`config.mk`:
```
export PLATFORM = sky130hd
export DESIGN_NAME = traffic_phase_arbiter_flat
export DESIGN_NICKNAME = d
export VERILOG_FILES = /design/src/rtl/traffic_phase_arbiter_if.sv /design/src/rtl/traffic_phase_arbiter.sv /design/src/flat_wrapper.sv
export SDC_FILE = /design/constraint.sdc
export NUM_CORES = 1
export LEC_CHECK = 0
export CORE_MARGIN = 4
export CORE_UTILIZATION = 35
export CTS_BUF_LIST = sky130_fd_sc_hd__clkbuf_8
export CTS_CLUSTER_DIAMETER = 50
export DETAILED_ROUTE_END_ITERATION = 8
export PLACE_DENSITY = 0.58
export RECOVER_POWER = 25
export SLEW_MARGIN = 30
export SYNTH_ARGS = -nofsm -noshare
export SYNTH_HDL_FRONTEND = slang
export SYNTH_SLANG_ARGS = --single-unit
```
`constraint.sdc`:
```
create_clock -name clk -period 2.5 [get_ports clk]
set_input_delay 0.25 -clock clk [delete_from_list [all_inputs] [get_ports clk]]
set_output_delay 0.25 -clock clk [all_outputs]
set_load 0.1 [all_outputs]
```
`src/rtl/traffic_phase_arbiter_if.sv`:
```
// Request/lamp bundle for traffic_phase_arbiter.
// TRAFFIC_PREEMPT_EN adds the emergency preemption inputs pre_req/pre_sel.
interface traffic_phase_arbiter_if;
    logic [3:0] req;
    logic [2:0] m1;
    logic [2:0] m2;
    logic [2:0] mt;
    logic [2:0] s;
    logic [3:0] grant;
    logic [3:0] pend;
    logic       phase_done;
`ifdef TRAFFIC_PREEMPT_EN
    logic       pre_req;
    logic [1:0] pre_sel;

    modport slave (input req, pre_req, pre_sel,
                   output m1, m2, mt, s, grant, pend, phase_done);
    modport master (output req, pre_req, pre_sel,
                    input m1, m2, mt, s, grant, pend, phase_done);
`else
    modport slave (input req, output m1, m2, mt, s, grant, pend, phase_done);
    modport master (output req, input m1, m2, mt, s, grant, pend, phase_done);
`endif
endinterface

```
`src/rtl/traffic_phase_arbiter.sv`:
```
// Request-driven round-robin phase scheduler for the m1/m2/mt/s lamp set.
// Optional emergency preemption is enabled with TRAFFIC_PREEMPT_EN.
module traffic_phase_arbiter #(
    parameter int T_MIN_GREEN = 7,
    parameter int T_MAX_GREEN = 15,
    parameter int T_YELLOW    = 2,
    parameter int T_ALLRED    = 1,
    parameter int CW          = 5
) (
    input logic clk,
    input logic r,
    traffic_phase_arbiter_if.slave bus
);
    localparam logic [2:0] RED = 3'b100;
    localparam logic [2:0] YEL = 3'b010;
    localparam logic [2:0] GRN = 3'b001;

    typedef enum logic [1:0] {IDLE, GREEN, YELLOW, ALLRED} state_t;

    state_t          state;
    logic [CW-1:0]   count;
    logic [1:0]      cur, rr, sel, cand, go_idx, go_rr;
    logic [3:0]      pend, grant, pend_set;
    logic [3:0][2:0] lamps;
    logic            phase_done, go_any, green_exit, found;

    function automatic logic [3:0] oh(input logic [1:0] i);
        return 4'b0001 << i;
    endfunction

    function automatic logic [3:0][2:0] lamp_vec(input logic [1:0] idx, input logic [2:0] code);
        logic [3:0][2:0] v;
        for (int k = 0; k < 4; k++) v[k] = (2'(k) == idx) ? code : RED;
        return v;
    endfunction

    always_comb begin
        // the approach currently in green is already being served
        pend_set = bus.req & ~((state == GREEN) ? grant : 4'b0000);
        sel   = rr;
        cand  = rr;
        found = 1'b0;
        for (int k = 1; k <= 4; k++) begin
            cand = rr + 2'(k);
            if (!found && pend[cand]) begin
                sel   = cand;
                found = 1'b1;
            end
        end
        green_exit = (count >= CW'(T_MIN_GREEN - 1)) && (|(pend & ~grant)) &&
                     (!bus.req[cur] || count >= CW'(T_MAX_GREEN - 1));
`ifdef TRAFFIC_PREEMPT_EN
        go_any = bus.pre_req | (|pend);
        go_idx = bus.pre_req ? bus.pre_sel : sel;
        go_rr  = bus.pre_req ? rr : sel;
        if (bus.pre_req) green_exit = (cur != bus.pre_sel);
`else
        go_any = |pend;
        go_idx = sel;
        go_rr  = sel;
`endif
    end

    always_ff @(posedge clk or negedge r) begin
        if (!r) begin
            state      <= IDLE;
            count      <= '0;
            cur        <= '0;
            rr         <= '0;
            pend       <= '0;
            grant      <= '0;
            lamps      <= {4{RED}};
            phase_done <= 1'b0;
        end else begin
            phase_done <= 1'b0;
            pend       <= pend | pend_set;
            case (state)
                IDLE: begin
                    if (go_any) begin
                        state <= GREEN;
                        cur   <= go_idx;
                        rr    <= go_rr;
                        grant <= oh(go_idx);
                        count <= '0;
                        lamps <= lamp_vec(go_idx, GRN);
                        pend  <= (pend | pend_set) & ~oh(go_idx);
                    end
                end
                GREEN: begin
                    if (green_exit) begin
                        state <= YELLOW;
                        count <= '0;
                        lamps <= lamp_vec(cur, YEL);
                    end else if (count < CW'(T_MAX_GREEN - 1)) begin
                        count <= count + 1'b1;
                    end
                end
                YELLOW: begin
                    if (count >= CW'(T_YELLOW - 1)) begin
                        state <= ALLRED;
                        count <= '0;
                        lamps <= {4{RED}};
                    end else begin
                        count <= count + 1'b1;
                    end
                end
                ALLRED: begin
                    if (count >= CW'(T_ALLRED - 1)) begin
                        phase_done <= 1'b1;
                        count      <= '0;
                        // chain straight into the next green when anything waits
                        if (go_any) begin
                            state <= GREEN;
                            cur   <= go_idx;
                            rr    <= go_rr;
                            grant <= oh(go_idx);
                            lamps <= lamp_vec(go_idx, GRN);
                            pend  <= (pend | pend_set) & ~oh(go_idx);
                        end else begin
                            state <= IDLE;
                            grant <= '0;
                        end
                    end else begin
                        count <= count + 1'b1;
                    end
                end
                default: begin
                    state <= IDLE;
                    count <= '0;
                    grant <= '0;
                    lamps <= {4{RED}};
                end
            endcase
        end
    end

    assign bus.m1         = lamps[0];
    assign bus.m2         = lamps[1];
    assign bus.mt         = lamps[2];
    assign bus.s          = lamps[3];
    assign bus.grant      = grant;
    assign bus.pend       = pend;
    assign bus.phase_done = phase_done;
endmodule
```
`src/flat_wrapper.sv`:
```
// flat-port wrapper written by rule: the top's interface ports become plain ports
module traffic_phase_arbiter_flat 
#(
    parameter int T_MIN_GREEN = 7,
    parameter int T_MAX_GREEN = 15,
    parameter int T_YELLOW    = 2,
    parameter int T_ALLRED    = 1,
    parameter int CW          = 5
)
  (clk, r, bus_req, bus_m1, bus_m2, bus_mt, bus_s, bus_grant, bus_pend, bus_phase_done);
  traffic_phase_arbiter_if bus_i ();
  input logic clk;
  input logic r;
  input wire logic [$bits(bus_i.req)-1:0] bus_req;
  output wire logic [$bits(bus_i.m1)-1:0] bus_m1;
  output wire logic [$bits(bus_i.m2)-1:0] bus_m2;
  output wire logic [$bits(bus_i.mt)-1:0] bus_mt;
  output wire logic [$bits(bus_i.s)-1:0] bus_s;
  output wire logic [$bits(bus_i.grant)-1:0] bus_grant;
  output wire logic [$bits(bus_i.pend)-1:0] bus_pend;
  output wire logic [$bits(bus_i.phase_done)-1:0] bus_phase_done;
  assign bus_i.req = bus_req;
  assign bus_m1 = bus_i.m1;
  assign bus_m2 = bus_i.m2;
  assign bus_mt = bus_i.mt;
  assign bus_s = bus_i.s;
  assign bus_grant = bus_i.grant;
  assign bus_pend = bus_i.pend;
  assign bus_phase_done = bus_i.phase_done;
  traffic_phase_arbiter #(.T_MIN_GREEN(T_MIN_GREEN), .T_MAX_GREEN(T_MAX_GREEN), .T_YELLOW(T_YELLOW), .T_ALLRED(T_ALLRED), .CW(CW)) u_core (.clk(clk), .r(r), .bus(bus_i));
endmodule
```
Word level (Yosys, flattened, before mapping):

Index checks and enable logic that the tools add are counted.

* latch bits: 0
* bits in registers: 32
* output and inout port bits: 21
* bits in writable memories: 0
* ROM bits: 0
* memories: 0
* input bits: 6
* logic and storage cells: 126

* $lt $le $gt $ge: 10
* bitwise operators: 7
* div/mod/pow operators: 0
* add/sub/neg operators: 4
* multipliers: 0
* reductions and logical operators: 21
* equality and inequality tests: 14
* mux-type cells: 58
* shift-type cells: 1

Operator list (number)
* 2-to-1 mux 12 bit: 4
* one-hot mux 12 bit (4 select lines): 1
* 2-to-1 mux 5 bit: 5
* 2-to-1 mux 2 bit: 12
* 2-to-1 mux 3 bit: 8
* 2-to-1 mux 4 bit: 6
* one-hot mux 5 bit (4 select lines): 1
* one-hot mux 4 bit (2 select lines): 2
* less-than comparator 2 x 3 -> 1 bit (second input constant): 5
* bitwise AND 4 bit: 3
* NOT 4 bit: 3
* 2-to-1 mux 1 bit: 11
* binary-select mux 1 bit (select 2 bit): 5
* >= comparator 5 x 1 -> 1 bit (second input constant): 2
* == test 2 bit (first input constant): 4
* inequality test 2 x 1 -> 1 bit (second input constant): 4
* one-hot mux 2 bit (2 select lines): 2
* one-hot mux 2 bit (4 select lines): 1
* OR reduction 4 bit: 2
* zero test 2 bit: 3
* AND reduction 3 bit: 2
* adder 5 x 1 -> 5 bit (second input constant): 1
* >= comparator 5 x 3 -> 1 bit (second input constant): 1
* >= comparator 5 x 4 -> 1 bit (second input constant): 1
* other kinds (15): 26

Depth between registers and ports, before layout:

* word-level depth: 19
* gate-level depth with buffers: 11
* mapped depth without buffers: 9

Least setup slack after synthesis:

OpenSTA, ideal clock, no wires.

* kind: register to register
* from: register, netlist name u_core.cur[0]
* to: register u_core.pend[3] (netlist: u_core.bus.pend[3])
* stages on the path, launching flop included: 11
* required time: 2.362 ns
* clock period less this slack: 2.733 ns
* setup slack: -0.233 ns
* path buffers: 2
* arrival: 2.595 ns
* cells stage by stage: dfrtp_1 > buf_4 > inv_2 > ha_1 > buf_1 > mux4_2 > nand3_1 > nand3_1 > a221oi_2 > nor2b_1 > a21oi_1

RTL lines
* end signal: assignment: RTL line traffic_phase_arbiter.sv:76 `pend <= pend | pend_set;`
* end signal: assignment: RTL line traffic_phase_arbiter.sv:86 `pend <= (pend | pend_set) & ~oh(go_idx);`
* end signal: assignment: RTL line traffic_phase_arbiter.sv:118 `pend <= (pend | pend_set) & ~oh(go_idx);`
* end: declaration: RTL line traffic_phase_arbiter.sv:23 `logic [3:0] pend, grant, pend_set;`

Worst setup path in the final report:

* from: register u_core.cur[0]
* to: register u_core.lamps, in the netlist u_core.bus.mt[0]

* word-level cells in the longest chain between the ends: 7

RTL lines
* start: declaration: RTL line traffic_phase_arbiter.sv:22 `logic [1:0] cur, rr, sel, cand, go_idx, go_rr;`
* start signal: assignment: RTL line traffic_phase_arbiter.sv:81 `cur <= go_idx;`
* start signal: assignment: RTL line traffic_phase_arbiter.sv:114 `cur <= go_idx;`
* binary-select mux 1 bit (select 2 bit): RTL line traffic_phase_arbiter.sv:51 `(!bus.req[cur] || count >= CW'(T_MAX_GREEN - 1));`
* 2-to-1 mux 1 bit (implied by the code): RTL line traffic_phase_arbiter.sv:51
* zero test 1 bit: RTL line traffic_phase_arbiter.sv:51
* logical OR 1 bit: RTL line traffic_phase_arbiter.sv:51
* logical AND 1 bit: RTL line traffic_phase_arbiter.sv:50 `green_exit = (count >= CW'(T_MIN_GREEN - 1)) && (|(pend & ~grant)) &&`
* inequality test 2 x 1 -> 1 bit (no source line)
* AND reduction 3 bit (no source line)
* end signal: assignment: RTL line traffic_phase_arbiter.sv:72 `lamps <= {4{RED}};`
* end signal: assignment: RTL line traffic_phase_arbiter.sv:85 `lamps <= lamp_vec(go_idx, GRN);`
* end signal: assignment: RTL line traffic_phase_arbiter.sv:93 `lamps <= lamp_vec(cur, YEL);`
* end: declaration: RTL line traffic_phase_arbiter.sv:24 `logic [3:0][2:0] lamps;`

Every way passes these cells. The select of a mux whose other input is x is not followed.
A chain may end at the register's enable or synchronous reset.

==> flow_summary.toml <==
[grt]
grt_max_degree = 31
grt_pass1_wl_mm = 8.04
grt_pass1_vias = 1596
track_usage_pct = 16.0
grt_overflow = 0
antenna_found_initial = 0

[setup_path]
end_kind = "flip-flop"
slowest_delay_ns = 0.52
worstSetupPathType = "reg2reg"
path_max_fanout = 9
path_buf_inv = 2
critPathTopFamily = "simple AND/OR/NAND/NOR gates"
cp.required_ns = 2.72
crit_arrival_ns = 2.59
path_cells = "buf_4 > mux4_2 > nand2_1 > a31oi_1 > buf_4 > or2_1 > or4_1 > o21ai_0"
timing.critical_path.mode_cell = "buf_4"
critPathLaunchType = "flip-flop"
crit_path_top_delay_cell = "mux4_2"

[cts]
clock_latency_ns = 0.29
cts.clk_slew.worst_paths_ns = 0.08
clock_path_buffers = 2
clockRootBuffer = "clkbuf_8"
cts-hold-fix-buffers = 0
cts_tree = "built"
h-tree-depth = 2
cts_made_buffers = 5
clock_sinks = 30
cts_resized = 0
postCtsSetupRepairBufs = 0

[die]
pin_count = 27
die_y_um = 81.5
placement_rows = 26
start_util_pct = 36.6
die_area_mm2 = 0.00664
die_x_um = 81.5
core_mm2 = 0.00517

[sta]
post-route-period-util_pct = 95.1
finalSetupViolCount = 0
drv_slew = 31
setup_ws_ns = 0.123
worst_pin_slew_ns = 1.62
slew_headroom_pct = -8.08
fmax_ghz = 0.421
finalClockSkew_ns = 0.0140
finalCriticalPeriod_ns = 2.38
final_hold_viol_count = 0
rsz0062_at_grt = "true"

[synthesis]
synthFlopType = "dfrtp_1"
synth-edff-count = 0
yosysWarnings = 0
ys_seq_area_share_pct = 40.0
syn-num-nets = 232
synthCells = 213
netlist_area_mm2 = 0.00189
synth-seq-cells = 30
syn_avg_cell_area_um2 = 8.88
ys_types = 46
synth-async-reset-ratio_pct = 100

[route]
ant_nets = 0
drc = 0
dr.pass1.iters = 4
wl_per_cell_um = 14.6
dr_total_vias = 1667
viasPerCell = 5.10
wl_mm = 4.79
drt_iter0_markers = 95

[finish]
num_antenna_cells = 0
nets = 275
fillers = 511
regArea_um2 = 761
syn2layout_area_growth_pct = 30.5
multi_input_comb_area_mm2 = 0.00113
drive_gt1_share_pct = 28.8

[job]
max_cap_violations = 1

[min_path]
hp-class = "reg2reg"

[placement]
port_buffers = 26
hpwl_mm = 3.53
gp_congestion = 0.797
preCtsSetupSlack_ns = 0.0308

[outcome]
violations = "capacitance limit, slew limit"
status = "finished, violations left"
per-stage QoR:
stage | hold WS [ns] | instance area (um2) | std cells | utilization, % | setup TNS (ns)
3_5_place_dp | 0.477 | 2330 | 319 | 45.0 | 0
2_1_floorplan | -0.0456 | 1930 | 213 | - | 0
4_1_cts | 0.364 | 2420 | 327 | 46.8 | 0
5_1_grt | 0.510 | 2470 | 327 | 47.7 | -0.140
3_3_place_gp | 0.464 | 2330 | 319 | 45.0 | 0
6_report | 0.483 | 2470 | 327 | 47.7 | 0
synthesized netlist by cell type (6+ instances only):
master    instances  share of area [%]
clkbuf_1          6                1.2
nor2_1           12                2.4
a21oi_1          10                2.6
ha_1             13                8.6
nand2_1          34                6.8
o21ai_0          19                5.0
o21ai_1          10                2.6
nand2b_1          9                3.0
inv_1             9                1.8
dfrtp_1          26                 34
nor3b_1           6                2.4
logic make-up after synthesis:
family	count (synthesis)	share of synthesized area, %
mux	8	5.63
simple gates	81	21.6
buf+inv	20	4.63
flops	30	40.0
fa+ha+maj	13	8.60
compound gates	61	19.6
cell usage in the layout, fill, tap and decap left out, types with 8 or more instances in the layout:
| cell type | Yosys | final |
|---|---|---|
| a21oi_1 | 10 | 10 |
| buf_4 | 1 | 39 |
| dfrtp_1 | 26 | 22 |
| ha_1 | 13 | 12 |
| inv_1 | 9 | 9 |
| nand2_1 | 34 | 34 |
| nand2b_1 | 9 | 8 |
| nor2_1 | 12 | 11 |
| o21ai_0 | 19 | 18 |
| o21ai_1 | 10 | 10 |
per-layer routing:
metal / wire, um / part of all wire [%] / GRT usage (%)
met4: 61 / 1.3 / 5.57
met3: 197 / 4.1 / 3.18
met1: 2370 / 49 / 21.9
met2: 2160 / 45 / 25.2
met5: 0 / 0 / 0
final cells by class:
| cell class | instances | area share (%) |
|---|---|---|
| Timing Repair Buffer | 46 | 14.5 |
| Tap cell | 70 | 3.55 |
| Inverter | 10 | 1.52 |
| Multi-Input combinational cell | 163 | 45.7 |
| Clock inverter | 2 | 0.507 |
| Sequential cell | 30 | 30.8 |
| Clock buffer | 6 | 3.35 |
registers in the layout, summed over array words and instances (netlist names):
register               cells
u_core.count               5
u_core.state               2
u_core.bus.phase_done      1
u_core.bus.mt              3
u_core.bus.pend            4
u_core.cur                 2
u_core.bus.m1              3
u_core.bus.grant           4
u_core.bus.m2              3
u_core.bus.s               3
final timing paths:
check	from	to	slack, ns	depth (start not counted)
setup / recovery	u_core.cur[0]$_DFFE_PN0P_	u_core.bus.mt[0]$_DFFE_PN0P_	0.12	8
hold reg to reg	u_core.bus.s[1]$_DFFE_PN0P_	u_core.bus.s[1]$_DFFE_PN0P_	0.48	2
min in group asynchronous	r	u_core.bus.grant[2]$_DFFE_PN0P_	0.90	2
hold / removal	u_core.bus.s[1]$_DFFE_PN0P_	u_core.bus.s[1]$_DFFE_PN0P_	0.48	2
max in group asynchronous	r	u_core.bus.pend[1]$_DFF_PN0_	0.53	2
setup reg to reg	u_core.cur[0]$_DFFE_PN0P_	u_core.bus.mt[0]$_DFFE_PN0P_	0.12	8
tightest hold or removal path, cell delays in order, from the launching register on:
cell and delay [ns]:
dfrtp_1 0.34, nand2_1 0.04, o21ai_0 0.06
Power is left out: the tool's default activity adds up to more than one toggle a clock period on the data nets, which glitch-free logic cannot reach.
